`src/rtl/wb_ram_bridge_if.sv`:
```
// Wishbone classic bus bundle between a bus master and wb_ram_bridge.
// Member names are given from the slave's point of view.
interface wb_ram_bridge_if;
    logic        wb_cyc_i;
    logic        wb_stb_i;
    logic        wb_we_i;
    logic [31:0] wb_adr_i;
    logic [3:0]  wb_sel_i;
    logic [31:0] wb_dat_i;
    logic [31:0] wb_dat_o;
    logic        wb_ack_o;
    logic        wb_err_o;

    modport master (
        output wb_cyc_i, wb_stb_i, wb_we_i, wb_adr_i, wb_sel_i, wb_dat_i,
        input  wb_dat_o, wb_ack_o, wb_err_o
    );

    modport slave (
        input  wb_cyc_i, wb_stb_i, wb_we_i, wb_adr_i, wb_sel_i, wb_dat_i,
        output wb_dat_o, wb_ack_o, wb_err_o
    );
endinterface

```
`src/rtl/wb_ram_bridge.sv`:
```
// Wishbone classic slave in front of a one-cycle-latency, read-first synchronous RAM.
// Define WB_RAM_BYTE_SEL_EN to turn partial-word stores into read-modify-write.
module wb_ram_bridge #(
    parameter logic [31:0] addr_high = 32'h00000fff,
    parameter logic [31:0] addr_low  = 32'h00000000,
    parameter bit          read_only = 1'b0
) (
    input  logic           clk_i,
    input  logic           rst_i,
    wb_ram_bridge_if.slave wb,
    output logic [31:0]    ram_addr_o,
    output logic [31:0]    ram_data_o,
    output logic           ram_wren_o,
    input  logic [31:0]    ram_data_i
);
    localparam logic [2:0] S_IDLE     = 3'd0;
    localparam logic [2:0] S_RD       = 3'd1;
    localparam logic [2:0] S_RD_WAIT  = 3'd2;
`ifdef WB_RAM_BYTE_SEL_EN
    localparam logic [2:0] S_RMW_RD   = 3'd3;
    localparam logic [2:0] S_RMW_WAIT = 3'd4;
`endif
    localparam logic [2:0] S_WR       = 3'd5;
    localparam logic [2:0] S_ACK      = 3'd6;
    localparam logic [2:0] S_ERR      = 3'd7;

    logic [2:0]  state_q, state_d;
    logic [31:0] addr_q, addr_d;
    logic [31:0] wdata_q, wdata_d;
    logic [31:0] rdata_q, rdata_d;
    logic        wren_q, wren_d;
    logic        ack_q, ack_d;
    logic        err_q, err_d;

    logic        req;
    logic [31:0] word;
    logic [32:0] below_diff;
    logic [32:0] above_diff;
    logic        out_of_range;

    assign req  = wb.wb_cyc_i & wb.wb_stb_i;
    assign word = {2'b00, wb.wb_adr_i[31:2]};

    // Range test via borrow of 33-bit differences, so a zero addr_low needs no special case.
    assign below_diff   = {1'b0, word} - {1'b0, addr_low};
    assign above_diff   = {1'b0, addr_high} - {1'b0, word};
    assign out_of_range = below_diff[32] | above_diff[32];

`ifdef WB_RAM_BYTE_SEL_EN
    logic [3:0]  sel_q, sel_d;
    logic [31:0] dat_q, dat_d;
    logic [31:0] merged;

    for (genvar gi = 0; gi < 4; gi++) begin : g_lane
        assign merged[8*gi +: 8] = sel_q[gi] ? dat_q[8*gi +: 8] : ram_data_i[8*gi +: 8];
    end

    always_ff @(posedge clk_i or posedge rst_i) begin
        if (rst_i) begin
            sel_q <= 4'h0;
            dat_q <= 32'h0;
        end else begin
            sel_q <= sel_d;
            dat_q <= dat_d;
        end
    end

    logic unused_bits;
    assign unused_bits = ^{wb.wb_adr_i[1:0], below_diff[31:0], above_diff[31:0]};
`else
    logic unused_bits;
    assign unused_bits = ^{wb.wb_adr_i[1:0], wb.wb_sel_i, below_diff[31:0], above_diff[31:0]};
`endif

    always_comb begin
        state_d = state_q;
        addr_d  = addr_q;
        wdata_d = wdata_q;
        rdata_d = rdata_q;
        wren_d  = 1'b0;
        ack_d   = 1'b0;
        err_d   = 1'b0;
`ifdef WB_RAM_BYTE_SEL_EN
        sel_d   = sel_q;
        dat_d   = dat_q;
`endif
        case (state_q)
            S_IDLE: begin
                if (req) begin
                    if (out_of_range || (read_only && wb.wb_we_i)) begin
                        state_d = S_ERR;
                        err_d   = 1'b1;
                    end else begin
                        addr_d = word;
                        if (!wb.wb_we_i) begin
                            state_d = S_RD;
`ifdef WB_RAM_BYTE_SEL_EN
                        end else if (wb.wb_sel_i == 4'h0) begin
                            state_d = S_WR;
                        end else if (wb.wb_sel_i != 4'hF) begin
                            state_d = S_RMW_RD;
                            sel_d   = wb.wb_sel_i;
                            dat_d   = wb.wb_dat_i;
`endif
                        end else begin
                            state_d = S_WR;
                            wdata_d = wb.wb_dat_i;
                            wren_d  = 1'b1;
                        end
                    end
                end
            end
            S_RD: state_d = wb.wb_cyc_i ? S_RD_WAIT : S_IDLE;
            S_RD_WAIT: begin
                if (wb.wb_cyc_i) begin
                    rdata_d = ram_data_i;
                    ack_d   = 1'b1;
                    state_d = S_ACK;
                end else begin
                    state_d = S_IDLE;
                end
            end
`ifdef WB_RAM_BYTE_SEL_EN
            S_RMW_RD: state_d = wb.wb_cyc_i ? S_RMW_WAIT : S_IDLE;
            S_RMW_WAIT: begin
                if (wb.wb_cyc_i) begin
                    wdata_d = merged;
                    wren_d  = 1'b1;
                    state_d = S_WR;
                end else begin
                    state_d = S_IDLE;
                end
            end
`endif
            // The write strobe has already gone out; only the ack depends on cyc.
            S_WR: begin
                if (wb.wb_cyc_i) begin
                    ack_d   = 1'b1;
                    state_d = S_ACK;
                end else begin
                    state_d = S_IDLE;
                end
            end
            S_ACK:   state_d = S_IDLE;
            S_ERR:   state_d = S_IDLE;
            default: state_d = S_IDLE;
        endcase
    end

    always_ff @(posedge clk_i or posedge rst_i) begin
        if (rst_i) begin
            state_q <= S_IDLE;
            addr_q  <= 32'h0;
            wdata_q <= 32'h0;
            rdata_q <= 32'h0;
            wren_q  <= 1'b0;
            ack_q   <= 1'b0;
            err_q   <= 1'b0;
        end else begin
            state_q <= state_d;
            addr_q  <= addr_d;
            wdata_q <= wdata_d;
            rdata_q <= rdata_d;
            wren_q  <= wren_d;
            ack_q   <= ack_d;
            err_q   <= err_d;
        end
    end

    assign ram_addr_o  = addr_q;
    assign ram_data_o  = wdata_q;
    assign ram_wren_o  = wren_q;
    assign wb.wb_dat_o = rdata_q;
    assign wb.wb_ack_o = ack_q;
    assign wb.wb_err_o = err_q;
endmodule

```
`src/flat_wrapper.sv`:
```
// flat-port wrapper written by rule: the top's interface ports become plain ports
module wb_ram_bridge_flat 
#(
    parameter logic [31:0] addr_high = 32'h00000fff,
    parameter logic [31:0] addr_low  = 32'h00000000,
    parameter bit          read_only = 1'b0
)
  (clk_i, rst_i, ram_addr_o, ram_data_o, ram_wren_o, ram_data_i, wb_wb_cyc_i, wb_wb_stb_i, wb_wb_we_i, wb_wb_adr_i, wb_wb_sel_i, wb_wb_dat_i, wb_wb_dat_o, wb_wb_ack_o, wb_wb_err_o);
  wb_ram_bridge_if wb_i ();
  input  logic clk_i;
  input  logic rst_i;
  output logic [31:0] ram_addr_o;
  output logic [31:0] ram_data_o;
  output logic ram_wren_o;
  input  logic [31:0] ram_data_i;
  input wire logic [$bits(wb_i.wb_cyc_i)-1:0] wb_wb_cyc_i;
  input wire logic [$bits(wb_i.wb_stb_i)-1:0] wb_wb_stb_i;
  input wire logic [$bits(wb_i.wb_we_i)-1:0] wb_wb_we_i;
  input wire logic [$bits(wb_i.wb_adr_i)-1:0] wb_wb_adr_i;
  input wire logic [$bits(wb_i.wb_sel_i)-1:0] wb_wb_sel_i;
  input wire logic [$bits(wb_i.wb_dat_i)-1:0] wb_wb_dat_i;
  output wire logic [$bits(wb_i.wb_dat_o)-1:0] wb_wb_dat_o;
  output wire logic [$bits(wb_i.wb_ack_o)-1:0] wb_wb_ack_o;
  output wire logic [$bits(wb_i.wb_err_o)-1:0] wb_wb_err_o;
  assign wb_i.wb_cyc_i = wb_wb_cyc_i;
  assign wb_i.wb_stb_i = wb_wb_stb_i;
  assign wb_i.wb_we_i = wb_wb_we_i;
  assign wb_i.wb_adr_i = wb_wb_adr_i;
  assign wb_i.wb_sel_i = wb_wb_sel_i;
  assign wb_i.wb_dat_i = wb_wb_dat_i;
  assign wb_wb_dat_o = wb_i.wb_dat_o;
  assign wb_wb_ack_o = wb_i.wb_ack_o;
  assign wb_wb_err_o = wb_i.wb_err_o;
  wb_ram_bridge #(.addr_high(addr_high), .addr_low(addr_low), .read_only(read_only)) u_core (.clk_i(clk_i), .rst_i(rst_i), .wb(wb_i), .ram_addr_o(ram_addr_o), .ram_data_o(ram_data_o), .ram_wren_o(ram_wren_o), .ram_data_i(ram_data_i));
endmodule
```
`config.mk`:
```
export PLATFORM = sky130hd
export DESIGN_NAME = wb_ram_bridge_flat
export DESIGN_NICKNAME = d
export VERILOG_FILES = /design/src/rtl/wb_ram_bridge_if.sv /design/src/rtl/wb_ram_bridge.sv /design/src/flat_wrapper.sv
export SDC_FILE = /design/constraint.sdc
export NUM_CORES = 1
export LEC_CHECK = 0
export CAP_MARGIN = 20
export CORE_ASPECT_RATIO = 1.1
export CORE_MARGIN = 2
export CORE_UTILIZATION = 39
export CTS_CLUSTER_DIAMETER = 150
export DETAILED_ROUTE_END_ITERATION = 16
export PLACE_DENSITY = 0.87
export SYNTH_ARGS = -nofsm -noshare
export SYNTH_HDL_FRONTEND = slang
export SYNTH_SLANG_ARGS = --single-unit
```
`constraint.sdc`:
```
create_clock -name clk_i -period 3.9 [get_ports clk_i]
set_input_delay 0.78 -clock clk_i [delete_from_list [all_inputs] [get_ports clk_i]]
set_output_delay 0.78 -clock clk_i [all_outputs]
set_load 0.01 [all_outputs]
```
After elaboration in Yosys (flattened, before gate mapping)
Cells that the tools add are included.
- bits in registers: 100
- input port bits: 105
- word-level logic and storage cells: 34
- add/sub/neg operators: 1
- equality and inequality tests: 4
- mux-type cells: 15
- bitwise logic cells: 2
- reduce and logical (&&, ||, !) cells: 5
- operator list (cell ; count):
    subtractor 12 x 30 -> 31 bit, first input constant ; 1
    2-to-1 mux 3 bit ; 4
    2-to-1 mux 1 bit ; 9
    one-hot mux 3 bit (3 select lines) ; 1
    AND reduction 4 bit ; 1
    == test 3 x 1 -> 1 bit, second input constant ; 1
    == test 3 x 2 -> 1 bit, second input constant ; 1
    == test 3 bit, second input constant ; 1
    zero test 3 bit ; 1
    AND reduction 3 bit ; 1
    2-to-1 mux 2 bit ; 1
    != test 2 x 1 -> 1 bit, second input constant ; 1
    AND reduction 2 bit ; 1
    OR reduction 2 bit ; 1
    AND 1 bit ; 1
    NOT 1 bit ; 1

Logic depth before layout (Yosys ltp)
Gate-level depths: netlist (run 1).
- word-level depth: 4
- depth in mapped cells: 6

Worst setup path after synthesis (run 1)
OpenSTA, ideal clock, no wires.
- path kind: input port to flip-flop
- start point: in wb_wb_adr_i[19]
- end point: reg u_core.wdata_q[20], in the netlist u_core.ram_data_o[20]
- arrival time: 2129 ps
- data required time: 3775 ps
- path slack: 1646 ps
- stages on the path: 5
- path buffers: 1
- cells stage by stage: nor4_1 nand3_1 nor3_2 buf_4 mux2_2
- longest elaborated chain between the ends: 3
- ends and longest elaborated chain (what ; line ; text):
    start, declared ; flat_wrapper.sv:19 ; input wire logic [$bits(wb_i.wb_adr_i)-1:0] wb_wb_adr_i;
    subtractor 12 x 30 -> 31 bit ; wb_ram_bridge.sv:46 ; assign above_diff = {1'b0, addr_high} - {1'b0, word};
    NOT 1 bit (no line) ; -- ;
    AND reduction 4 bit (no line) ; -- ;
    end signal, assigned ; wb_ram_bridge.sv:162 ; wdata_q <= wdata_d;
    end, declared ; wb_ram_bridge.sv:29 ; logic [31:0] wdata_q, wdata_d;
Every way passes these cells.
A chain may end at the register's enable or synchronous reset.

Final worst setup path (run 1)
- start point: in wb_wb_adr_i[19]
- end point: reg u_core.addr_q[11], in the netlist u_core.ram_addr_o[11]
- longest elaborated chain between the ends: 3
- ends and longest elaborated chain (what ; line ; text):
    subtractor 12 x 30 -> 31 bit ; wb_ram_bridge.sv:46 ;
    NOT 1 bit (no line) ; -- ;
    AND reduction 3 bit (no line) ; -- ;
    end signal, assigned ; wb_ram_bridge.sv:161 ; addr_q <= addr_d;
    end, declared ; wb_ram_bridge.sv:28 ; logic [31:0] addr_q, addr_d;
Every way passes these cells.

==> results of run 1 <==
-- routing by layer --
layer,vias up,track usage [%],part of all wire [%]
met1,1287,19.3,37
met5,-,0,0
met4,0,6.75,1.7
met3,16,4.87,7.1
met2,108,32.0,54
li1,1206,-,-
-- critical path, delay by kind of cell --
kind          cells  cell delay, ns
simple gates      3            0.97
buf+inv           2            0.75
mux               1            0.38
-- metrics by stage --
step	cells	utilization, %	hold WS, ns	power, uW	worst slack [ns]
floorplan	237	-	0.529	1580	0.501
global placement	542	62.3	0.468	2050	0.930
detailed placement	542	62.3	0.478	2080	0.853
CTS	557	64.5	0.501	2760	1.24
global route	557	64.5	0.519	2850	1.12
finish	557	64.5	0.496	2710	1.23
-- logic make-up (layout without fill, tap and decap cells) --
family	count (synthesis)	count (layout)	synth area share [%]
buffers and inverters	13	216	2.15
AO/OA/AOI/OAI	5	5	0.906
AND/OR/NAND/NOR	41	41	6.75
multiplexers	76	76	23.0
flip-flops	100	100	67.1
other	1	2	0.101
-- flip-flops by register name, summed over array words and instances, names as in the netlist --
name,count
u_core.wb.wb_err_o,1
u_core.wb.wb_dat_o,32
u_core.ram_wren_o,1
u_core.wb.wb_ack_o,1
u_core.ram_data_o,32
u_core.state_q,3
u_core.ram_addr_o,30
-- power groups by stage --
| stage | clock (uW) | sequential (uW) | combinational [uW] |
|---|---|---|---|
| 2_1_floorplan | 0 | 1390 | 193 |
| 3_3_place_gp | 0 | 1300 | 746 |
| 3_5_place_dp | 0 | 1320 | 762 |
| 4_1_cts | 694 | 1300 | 764 |
| 5_1_grt | 730 | 1320 | 803 |
| 6_report | 664 | 1290 | 756 |
-- final cells by class --
type / count / area (um^2) / area share, %
Sequential cell: 100 / 2500 / 41.7
Tap cell: 117 / 146 / 2.44
Timing Repair Buffer: 200 / 1990 / 33.2
Clock inverter: 3 / 46.3 / 0.771
Multi-Input combinational cell: 124 / 1150 / 19.2
Inverter: 1 / 6.26 / 0.104
Clock buffer: 12 / 155 / 2.59
-- worst max path at each step --
stage                                 end  depth (start not counted)
floorplan            u_core.ram_addr_o[0]                          1
global placement     u_core.ram_addr_o[0]                          6
detailed placement  u_core.ram_addr_o[11]                          6
CTS                 u_core.ram_addr_o[11]                          6
global route        u_core.ram_addr_o[11]                          6
finish              u_core.ram_addr_o[11]                          6
-- placed cells by master, fill, tap and decap left out --
| cell type | synthesis | layout |
|---|---|---|
| nand2_1 | 4 | 4 |
| clkdlybuf4s50_1 | 0 | 195 |
| o41a_1 | 1 | 1 |
| nor3_4 | 0 | 1 |
| nand3_1 | 2 | 2 |
| clkbuf_8 | 0 | 11 |
| and2_1 | 2 | 2 |
| nand4_1 | 1 | 1 |
| bufinv_16 | 0 | 1 |
| inv_4 | 0 | 1 |
| clkinvlp_4 | 0 | 1 |
| nor2_1 | 4 | 4 |
| mux2_2 | 64 | 64 |
| dfrtp_1 | 100 | 100 |
| nor3_1 | 1 | 1 |
| conb_1 | 1 | 2 |
| clkinv_4 | 0 | 1 |
| nor4_1 | 4 | 4 |
| buf_4 | 7 | 5 |
| clkbuf_1 | 1 | 1 |
| mux2_1 | 12 | 12 |
| nor2b_1 | 20 | 20 |
| a21oi_1 | 1 | 1 |
| nor4_4 | 1 | 1 |
| o21ai_0 | 2 | 2 |
| a21boi_0 | 1 | 1 |
| and3_1 | 1 | 1 |
==> metrics.md, run 1 <==
| Metric | Value |
|---|---|
| Max-cap viol count | `0` |
| Number of synthesized flops with an enable pin | `0` |
| Part of the power in registers | `a little under half` |
| Root buf cell | `clkbuf_8` |
| Mapped Avg Cell Area | `between 15 and 20 um^2` |
| CP Cell Sequence | `clkdlybuf4s50_1 -> nor4_1 -> nand3_1 -> nor4_4 -> buf_4 -> mux2_2` |
| P_sw | `683 uW` |
| CP startpoint | `wb_wb_adr_i[19]` |
| Vias/cell | `between 4 and 5` |
| Peak supply drop | `0.000351 V` |
| Top post-synthesis cells by area | `dfrtp_1 (67%), mux2_2 (19%), mux2_1 (3.6%)` |
| Fraction of layout cells with a size suffix above 1 | `about a fifth` |
| Post-CTS Setup Bufs | `0` |
| Fin. Hold Viols | `0` |
| Setup crit end kind | `register` |
| Hold_buf cts | `0` |
| Max incr delay on CP | `0.39 ns` |
| Fill count | `709` |
| Placed Instance Area | `5800 um^2` |
| P&R area growth vs syn | `61.0%` |
| Pwr Density | `roughly 450 nW/um^2` |
| Req. time, crit path | `4.14 ns` |
| Cell area after layout | `6000 um^2` |
| Initial Utilization | `about 40%` |
| Routed Antenna Nets | `0` |
| Worst skew pair latency | `roughly 0.34 ns` |
| Grt ovf | `0` |
| Most numerous cell in the Yosys netlist | `dfrtp_1` |
| Die area | `10400 um^2` |
| Hold EP | `u_core.ram_addr_o[8]` |
| Post-synth top flop | `dfrtp_1` |
| Sequential fraction of the synthesis area | `roughly two thirds` |
| Wirelength per Cell | `16.2 um` |
| CP Launch Type | `input port` |
| Final setup fails | `0` |
| Total Wirelength | `about 9000 um` |
| Total track usage | `17.5%` |
| Vias in the first global route | `approximately 2900` |
| TritonCTS Buffers | `9` |
| Cells after Synth | `236` |
| Core area | `between 9000 and 10000 um^2` |
| Hold depth | `1` |
| # nets final | `between 500 and 600` |
| Synth Register Bits | `100` |
| Initial drt markers | `just under 60` |
| Final Wtd Congestion | `~0.75` |
| Lkg Pwr | `0.00270 uW` |
| Clock Skews | `approximately 0.0076 ns` |
| Worst r2r src | `u_core.state_q[0]` |
| I/O pin total | `204` |
| Slew Limit Fails | `0` |
| Cell variety after synth | `23` |
| Status | `completed` |
| Critical path class | `in2reg` |
| Share of the synthesized area in the top cell type | `between 60% and 70%` |
| R2R depth | `5` |
| Antenna violations before repair | `0` |
| H-tree levels | `3` |
| Final period utilization | `approximately 69%` |
| Final TNS setup | `0 ns` |
| Reg clk slew, reported paths | `about 0.09 ns` |
| Gate power share | `between 20% and 30%` |
| Number of clock sinks | `100` |
| Worst-margin pin slew | `approximately 0.7 ns` |
| Ys Warns | `0` |
| Register-to-register setup slack | `between 1.5 and 2 ns` |
| First-pass GRT wire length | `roughly 14000 um` |
| # diodes | `0` |
| Hpwl dp | `slightly below 7000 um` |
| RSZ-0062 raised after global routing | `no` |
| PortBufs | `about 200` |
| Slowest cell on crit path | `clkdlybuf4s50_1` |
| Chip Height | `approximately 110 um` |
| Routed via count | `~2600` |
| Post-synth ARST share | `100%` |
| Residual DRC | `0` |
| Die width | `around 97 um` |
| Worst hold start | `u_core.ram_addr_o[8]` |
| Post-cts sizing count | `0` |
| Reg2reg end | `u_core.ram_addr_o[11]` |
| Fmax | `~0.37 GHz` |
| Final Critical Period | `between 2 and 3 ns` |
| Max-slew headroom | `54.3%` |
| Sw frac | `25.2%` |
| HP Class | `reg2reg` |
| Num rows | `37` |
| Clk buf depth | `2` |
| Clock share of power | `24.5%` |
| Internal power | `a little over 2000 uW` |
| CTS tree | `done` |
| Largest net degree at the start of global routing | `58` |
| Drt first pass iters | `4` |
| Synth Cell Area | `around 3700 um^2` |
| CP max FO | `31` |
| Top cells by count, synth | `dfrtp_1 (100), mux2_2 (64), nor2b_1 (20)` |
| Critical Path AT | `2.91 ns` |
| Dominant cell type by area after synthesis | `dfrtp_1` |
(Power assumes the default switching activity.)
==> inputs of run 2 (changes only) <==
Settings changed: CORE_UTILIZATION 39 to 35, PLACE_DENSITY 0.87 to 0.82.
Clock period 3.9 ns to 2.3 ns, I/O delays scaled along.
==> run 2 against run 1 <==
Compared with the run above:
- register-to-register slack worse by 1.4 ns
- first-iteration DRC count down 5.2%
- clock power up 110%
- hold slack worse by 0.014 ns
- sequential power up 70%
- largest cell class unchanged
- wire length down 0.43%
- setup slack worse by 1.1 ns
==> metrics.md, run 2 (synthesized netlist as in run 1, its figures left out) <==
| Metric | Value |
|---|---|
| Status | `completed` |
| Part of the power in registers | `about 45%` |
| Worst skew pair latency | `roughly 0.33 ns` |
| CP max FO | `19` |
| Critical Path AT | `between 2 and 2.5 ns` |
| PortBufs | `195` |
| HP Class | `reg2reg` |
| Placed instance count | `572` |
| Drt first pass iters | `4` |
| Lkg Pwr | `approximately 0.0028 uW` |
| Post-cts sizing count | `0` |
| Vias/cell | `~4.6` |
| Fraction of layout cells with a size suffix above 1 | `20.4%` |
| Final setup fails | `0` |
| Req. time, crit path | `2.51 ns` |
| # nets final | `around 550` |
| Reg clk slew, reported paths | `approximately 0.060 ns` |
| RSZ-0062 raised after global routing | `no` |
| Clock Skews | `0.00708 ns` |
| Most common cell after layout, fill and taps aside | `clkdlybuf4s50_1` |
| Routed via count | `about 2700` |
| Worst hold start | `u_core.ram_addr_o[8]` |
| Residual DRC | `0` |
| Num rows | `39` |
| P&R area growth vs syn | `66.2%` |
| Setup crit end kind | `register` |
| Worst setup margin | `between 0.1 and 0.15 ns` |
| I/O pin total | `about 200` |
| Register-to-register setup slack | `around 0.5 ns` |
| Final TNS setup | `0 ns` |
| Final period utilization | `approximately 94%` |
| Critical path buffer and inverter count | `3` |
| Final std cells w/o fill | `slightly below 600` |
| P_sw | `1190 uW` |
| Hold_buf cts | `0` |
| CP Cell Sequence | `clkdlybuf4s50_1 -> nor4_1 -> nand3_1 -> buf_4 -> nor4_4 -> buf_12 -> mux2_2` |
| Clk buf depth | `2` |
| Pwr Density | `787 nW/um^2` |
| TritonCTS Buffers | `9` |
| Reg2reg end | `u_core.ram_addr_o[0]` |
| Fill count | `about 840` |
| R2R depth | `5` |
| Worst r2r src | `u_core.state_q[2]` |
| Max-slew headroom | `approximately 65%` |
| Pwr Total | `between 4000 and 5000 uW` |
| Vias in the first global route | `2878` |
| Largest net degree at the start of global routing | `between 100 and 150` |
| Initial drt markers | `55` |
| Critical path class | `in2reg` |
| Clock share of power | `28.5%` |
| Worst-margin pin slew | `0.528 ns` |
| Total Wirelength | `between 8000 and 9000 um` |
| H-tree levels | `3` |
| # diodes | `0` |
| Hold EP | `u_core.ram_addr_o[8]` |
| Fmax | `0.461 GHz` |
| Die width | `between 100 and 150 um` |
| Sw frac | `24.5%` |
| Place WS | `-0.248 ns` |
| Area of the multi-input gates | `around 1200 um^2` |
| Peak supply drop | `approximately 0.00046 V` |
| Max-cap viol count | `0` |
| Routed Antenna Nets | `0` |
| Chip Height | `roughly 110 um` |
| Total track usage | `15.4%` |
| CP Launch Type | `input port` |
| Root buf cell | `clkbuf_16` |
| Max incr delay on CP | `around 0.4 ns` |
| Antenna violations before repair | `0` |
| Post-CTS Setup Bufs | `0` |
| CTS tree | `done` |
| Hold depth | `1` |
| Internal power | `approximately 3700 uW` |
| Fin. Hold Viols | `0` |
| Register area | `around 2500 um^2` |
| Die area | `between 10000 and 15000 um^2` |
| Slew Limit Fails | `0` |
| Final Critical Period | `2.17 ns` |
| Most frequent cells in the layout | `clkdlybuf4s50_1 (195), dfrtp_1 (100), mux2_2 (64), nor2b_1 (20), mux2_1 (12)` |
| CP top delay family | `buffers and inverters` |
| Number of clock sinks | `100` |
| Slowest cell on crit path | `clkdlybuf4s50_1` |
| Grt ovf | `0` |
| First-pass GRT wire length | `13700 um` |
| Final Wtd Congestion | `between 0.7 and 0.8` |
| Wirelength per Cell | `between 15 and 20 um` |
| Gate power share | `a little over a quarter` |
| Initial Utilization | `between 30% and 40%` |
| Hpwl dp | `slightly below 7000 um` |
| Core area | `about 10000 um^2` |
| Worst hold margin | `a little under 0.5 ns` |
## run 2: cell count changes in the layout (fill, tap and decap cells not counted), sizes merged
cell	previous run	this run
bufinv	1	0
buf	5	9
clkinv	1	4
inv	1	0
## run 2: power groups by stage
stage          Combinational, uW  Clock [uW]  Sequential (uW)
2_1_floorplan                328           0             2360
3_3_place_gp                1280           0             2210
3_5_place_dp                1310           0             2230
4_1_cts                     1310        1450             2200
5_1_grt                     1370        1530             2230
6_report                    1300        1390             2190
## run 2: area by class of cell
class | count | share of cell area (%)
sequential | 100 | 40.4
timing repair buffer | 204 | 33.4
multi-input combinational | 124 | 18.6
clock buffer | 12 | 4.14
tap | 143 | 2.89
clock inverter | 4 | 0.384
inverter | 1 | 0.121
## run 2: routing by layer
layer / wire length [um] / share of wire (%) / vias to the layer above / GRT usage [%]
met5: 0 / 0 / - / 0
met1: 3380 / 38 / 1313 / 16.8
met3: 723 / 8.1 / 17 / 5.29
met4: 176 / 2.0 / 0 / 6.31
li1: - / - / 1223 / -
met2: 4690 / 52 / 125 / 27.2
## run 2: worst register-to-register path: cells and delay by family, from the launching register on
kind,cells,cell delay [ns]
flip-flops,1,0.39
multiplexers,1,0.35
AND/OR/NAND/NOR,3,0.74
buffers and inverters,1,0.20
## run 2: stage by stage
step                      instance area [um^2]  util (%)
after floorplan                           3730         -
final                                     6190      59.6
after global placement                    5910      56.9
after global routing                      6190      59.6
after CTS                                 6190      59.6
after detailed placement                  5910      56.9
## run 2: how the worst max path moves through the flow
stage | cells after the start | start | slack, ns | to
2_1_floorplan | 5 | wb_wb_adr_i[19] | 0.37 | u_core.ram_data_o[20]
3_3_place_gp | 7 | wb_wb_adr_i[25] | -0.20 | u_core.ram_addr_o[0]
5_1_grt | 7 | wb_wb_adr_i[25] | 0.04 | u_core.ram_addr_o[0]
4_1_cts | 7 | wb_wb_adr_i[25] | 0.09 | u_core.ram_addr_o[4]
3_5_place_dp | 7 | wb_wb_adr_i[25] | -0.25 | u_core.ram_addr_o[4]
6_report | 7 | wb_wb_adr_i[25] | 0.13 | u_core.ram_addr_o[0]
